==> src/rtl/alu_issue_stage.sv <==
// Decode/operand-issue stage for the integer ALU: decodes I/R-type words, reads and
// bypasses operands, tracks in-flight destinations, and holds one op for execute.
module alu_issue_stage (
  input  logic        clk,
  input  logic        reset,
  input  logic        in_valid,
  output logic        in_ready,
  input  logic [31:0] in_instr,
  output logic [4:0]  rf_raddr1,
  output logic [4:0]  rf_raddr2,
  input  logic [31:0] rf_rdata1,
  input  logic [31:0] rf_rdata2,
  input  logic        wb_valid,
  input  logic [4:0]  wb_addr,
  input  logic [31:0] wb_data,
  output logic        out_valid,
  input  logic        out_ready,
  output logic        out_is_imm,
  output logic [4:0]  out_funct,
  output logic [31:0] out_val1,
  output logic [31:0] out_val2,
  output logic [4:0]  out_rd,
  output logic        illegal
);

  logic [5:0]  op;
  logic [4:0]  rd;
  logic [4:0]  rs1;
  logic [4:0]  rs2;
  logic [15:0] imm;
  logic        is_itype;
  logic        is_rtype;
  logic        legal;
  logic [4:0]  dec_funct;
  logic [31:0] dec_val1;
  logic [31:0] dec_val2;

  logic        hit_rs1;
  logic        hit_rs2;
  logic        hit_rd;
  logic        busy_rs1;
  logic        busy_rs2;
  logic        busy_rd;
  logic        hazard;
  logic        slot_free;
  logic        accept;
  logic        issue;

  logic [31:0] pending;
  logic [31:0] pending_nxt;

  assign op       = in_instr[31:26];
  assign rd       = in_instr[25:21];
  assign rs1      = in_instr[20:16];
  assign rs2      = in_instr[15:11];
  assign imm      = in_instr[15:0];
  assign is_itype = op[5];
  assign is_rtype = (op == 6'b000000);
  assign legal    = is_itype || is_rtype;

  assign rf_raddr1 = rs1;
  assign rf_raddr2 = rs2;

  assign hit_rs1 = wb_valid && (wb_addr == rs1);
  assign hit_rs2 = wb_valid && (wb_addr == rs2);
  assign hit_rd  = wb_valid && (wb_addr == rd);

  // Writeback data arriving this cycle wins over the stale register-file read.
  always_comb begin
    dec_funct = is_itype ? in_instr[30:26] : in_instr[4:0];
    dec_val1  = '0;
    if (rs1 != '0)
      dec_val1 = hit_rs1 ? wb_data : rf_rdata1;
    dec_val2  = '0;
    if (is_itype)
      dec_val2 = {{16{imm[15]}}, imm};
    else if (rs2 != '0)
      dec_val2 = hit_rs2 ? wb_data : rf_rdata2;
  end

  // A pending source or destination is only a hazard if writeback is not resolving it now.
  assign busy_rs1 = (rs1 != '0) && pending[rs1] && !hit_rs1;
  assign busy_rs2 = is_rtype && (rs2 != '0) && pending[rs2] && !hit_rs2;
  assign busy_rd  = (rd != '0) && pending[rd] && !hit_rd;
  assign hazard   = busy_rs1 || busy_rs2 || busy_rd;

  assign slot_free = !out_valid || out_ready;
  assign in_ready  = slot_free && (!legal || !hazard);
  assign accept    = in_valid && in_ready;
  assign issue     = accept && legal;

  // Clear from writeback first so a same-cycle set of the same register wins.
  always_comb begin
    pending_nxt = pending;
    if (wb_valid)
      pending_nxt[wb_addr] = 1'b0;
    if (issue && (rd != '0))
      pending_nxt[rd] = 1'b1;
    pending_nxt[0] = 1'b0;
  end

  always_ff @(posedge clk) begin
    if (reset) begin
      pending    <= '0;
      out_valid  <= 1'b0;
      out_is_imm <= 1'b0;
      out_funct  <= '0;
      out_val1   <= '0;
      out_val2   <= '0;
      out_rd     <= '0;
      illegal    <= 1'b0;
    end else begin
      pending <= pending_nxt;
      illegal <= accept && !legal;
      if (issue) begin
        out_valid  <= 1'b1;
        out_is_imm <= is_itype;
        out_funct  <= dec_funct;
        out_val1   <= dec_val1;
        out_val2   <= dec_val2;
        out_rd     <= rd;
      end else if (out_ready) begin
        out_valid <= 1'b0;
      end
    end
  end

endmodule

==> config.mk <==
export PLATFORM = sky130hd
export DESIGN_NAME = alu_issue_stage
export DESIGN_NICKNAME = d
export VERILOG_FILES = /design/src/rtl/alu_issue_stage.sv
export SDC_FILE = /design/constraint.sdc
export NUM_CORES = 1
export LEC_CHECK = 0
export ABC_AREA = 1
export CAP_MARGIN = 20
export CORE_UTILIZATION = 42
export CTS_CLUSTER_SIZE = 28
export DETAILED_ROUTE_END_ITERATION = 12
export PLACE_DENSITY_LB_ADDON = 0.2
export SYNTH_ARGS = -nofsm -noshare
export SYNTH_HDL_FRONTEND = slang
export SYNTH_SLANG_ARGS = --single-unit
==> constraint.sdc <==
create_clock -name clk -period 2.3 [get_ports clk]
set_input_delay 0.345 -clock clk [delete_from_list [all_inputs] [get_ports clk]]
set_output_delay 0.345 -clock clk [all_outputs]
set_load 0.02 [all_outputs]
==> results.md <==
- Clk_skew: 0.00851 ns
- DIE AREA: 0.0167 mm²
- Min cycle time layout: 2.27 ns
- Syn Nets: 1257
- DRT iter0 DRCs: 938
- Status: finished, final reports clean
- RSZ-0062 raised after global routing: true
- Maximum vdd drop: 0.410 mV
- Detail Placement HPWL: 19.6 mm
- Seq/Total Area, Yosys: 31.8%
- Layout cell share with drive strength beyond 1: 16.8%
- GRT busiest layer: met2
- Clock slew at reported path FFs: 0.07 ns
- Io pins: 226
- Final critical-path setup slack: 0.0269 ns
- Yosys warns: 0
- Via count: 8649
- Met2 Use GR: 51.3%
- Synth cell count leaders: 402 x nand2_1, 148 x a21oi_1, 108 x dfxtp_1, 74 x inv_1, 70 x o21ai_0
- Multi-input gate area: 0.00409 mm²
- CP Capture Type: register
- Fillers: 1521
- Number of routed nets with antenna violations: 0
- CTS max path bufs: 2
- DRC viols: 0
- Setup WS pre-CTS: -0.696 ns
- Design area: 0.0104 mm²
- Reg area: 0.00218 mm²
- Slew HR: 65.8%
- Cts hold-fix bufs: 0
- Critical path peak fanout: 7
- Clock latency on the worst-skew pair: 0.36 ns
- Post-synth EDFFs: 0
- Number of global-route vias before repair: 7640
- H-tree depth: 3
- Total Wirelength: 27.5 mm
- Kind of critical path: in2reg
- Final Cycle Share: 98.8%
- Hold slack: 0.415 ns
- Max_cap viols: 0
- Worst Hold Class: in2reg
- Fin nets: 1517
- DR vias/cell: 5.40
- Startpoint types: primary input
- Largest cells by area after synthesis: dfxtp_1 32%, nand2_1 22%, a21oi_1 11%
- Post-DP Area: 0.00978 mm²
- Met3 usage in global routing: 6.81%
- Root cell of the clock tree: clkbuf_16
- Synth Register Bits: 108
- Worst-margin pin slew: 0.513 ns
- Synth Instances: 1119
- Initial antenna violation count: 2
- Most frequent cell after synthesis: nand2_1
- Cell taking the most area after synthesis: dfxtp_1
- Starting density of the core: 42.9%
- Area share of the largest cell type after synthesis: 31.8%
- Final Wtd Congestion: 0.980
- Slowest CP cell: dlygate4sd2_1
- Fin. max-slew vios: 0
- Largest delay share family, worst path: buffers and inverters
- R2R setup slack: 0.05 ns
- Power density over the cells: 469 mW/mm²
- CTS tree: yes
- Grt total ovfl: 0
- Largest net degree at the start of global routing: 74
- First-pass GRT wire length: 40.9 mm
- FMAX: 440 MHz
- Port Buffers: 225
- Critical path, cell by cell: dlygate4sd2_1, inv_2, buf_4, nor2_1, nor3_2, nand4_1, nand2_2, nand2_4, nor2_4, buf_6, nand4_4, buf_12, nor2_4, clkbuf_16, nand2_2, a21oi_2
- CP arrival: 2.56 ns
- Sink Count: 108
- Final hold vios: 0
- GRT Total Usage: 31.9%
- Area Overhead vs Synth: 53.2%
- Mapped cell area: 0.00679 mm²
- Critical Path RT: 2.59 ns
- Num CTS Buffers: 9
- Core area: 0.0158 mm²
- CP bufs+invs: 6
- # rows: 46
- Die height: 129 µm
- Top_reg_cell synth: dfxtp_1
- Routed WL per cell: 17.2 µm
- Worst path max stage delay: 0.28 ns
- Synth Area per Inst: 6.07 µm²
- Die width: 129 µm
- Leak Pwr: 0.00429 µW
- Core Util, Final: 65.7%
- Async set-or-reset flop fraction in the synthesized netlist: 0%
- Netlist cell types: 30
- Setup violators final: 0
- GR Layer Usage met1: 41.4%
- Number of iterations in the first detailed-routing pass: 6
==> flip-flops by register name, indices dropped and copies added, names as in the netlist <==
| register | flops |
|---|---|
| out_rd | 5 |
| out_is_imm | 1 |
| out_val2 | 32 |
| out_val1 | 32 |
| pending | 31 |
| out_valid | 1 |
| out_funct | 5 |
| illegal | 1 |
==> path summary, 6_finish.rpt <==
kind,from,endpoint,cells past startpoint
setup / recovery,in_instr[24],pending[9]$_SDFF_PP0_,16
hold / removal,in_instr[28],out_funct[2]$_SDFFE_PP0P_,5
setup reg to reg,pending[30]$_SDFF_PP0_,pending[9]$_SDFF_PP0_,18
hold reg to reg,out_val1[3]$_SDFFE_PP0P_,out_val1[3]$_SDFFE_PP0P_,2
==> where the power goes <==
| part | internal, µW | switching (µW) | total (µW) |
|---|---|---|---|
| Clock | 754 | 802 | 1560 |
| Sequential | 1930 | 36.5 | 1970 |
| Combinational | 639 | 710 | 1350 |
==> metrics by stage <==
step                      setup TNS (ns)  power [µW]  cells
after floorplan                        0        2610   1119
after global placement            -53.09        3280   1572
after detailed placement          -55.33        3280   1572
after CTS                              0        4830   1591
after global routing               -2.36        5070   1602
final                                  0        4870   1602
==> tightest hold or removal path, cell delays in order <==
cell	delay (ns)
dlymetal6s2s_1	0.11
nand2_1	0.06
o21ai_0	0.07
nand2_1	0.05
a21oi_1	0.10
==> per-layer routing <==
layer  share of wire (%)  up-vias  wire [µm]
met2                  46      477      12700
met1                  41     3932      11200
met4                 3.6        0        976
li1                    -     4185          -
met3                 9.6       55       2640
met5                   0        -          0
==> layout by cell type (no fill, tap or decap), types with 7 or more instances in the layout <==
| master | Yosys | final |
|---|---|---|
| o21ai_1 | 5 | 7 |
| dlygate4sd2_1 | 0 | 15 |
| inv_1 | 74 | 61 |
| clkdlybuf4s50_1 | 0 | 196 |
| a21oi_2 | 1 | 8 |
| buf_4 | 12 | 77 |
| nand4_1 | 33 | 33 |
| clkbuf_16 | 0 | 11 |
| buf_12 | 0 | 13 |
| buf_6 | 5 | 13 |
| a21oi_1 | 148 | 141 |
| mux2_2 | 22 | 22 |
| nand3_1 | 60 | 55 |
| o22ai_1 | 14 | 14 |
| nand2_1 | 402 | 390 |
| nand2_2 | 0 | 11 |
| o21ai_0 | 70 | 67 |
| nor3_2 | 0 | 7 |
| inv_2 | 9 | 21 |
| nor2_1 | 65 | 58 |
| dfxtp_2 | 0 | 9 |
| dfxtp_1 | 108 | 97 |
==> kinds of logic (layout without fill, tap and decap cells) <==
logic type	Yosys count	in the layout	synth area share, %
and+or+nand+nor	576	576	34.9
other	0	2	0
AOI/OAI and AO/OA	246	246	18.7
buffers and inverters	166	431	10.8
DFF	108	108	31.8
muxes	22	22	3.65
xor gates and xnor gates	1	1	0.129
==> final cells by class <==
cell class / instances / share of cell area (%)
Antenna cell: 2 / 0.0481
Clock buffer: 9 / 2.17
Clock inverter: 7 / 0.565
Inverter: 84 / 3.07
Multi-Input combinational cell: 845 / 39.3
Sequential cell: 108 / 21.0
Tap cell: 216 / 2.60
Timing Repair Buffer: 331 / 31.3
==> what timing repair did <==
action,CTS,global route
gates resized for setup,57,76
gates cloned,2,4
setup buffers,1,5
pin swaps,4,24
endpoints found under the setup margin,108,107
No activity file was read; power rests on OpenSTA's default activity.
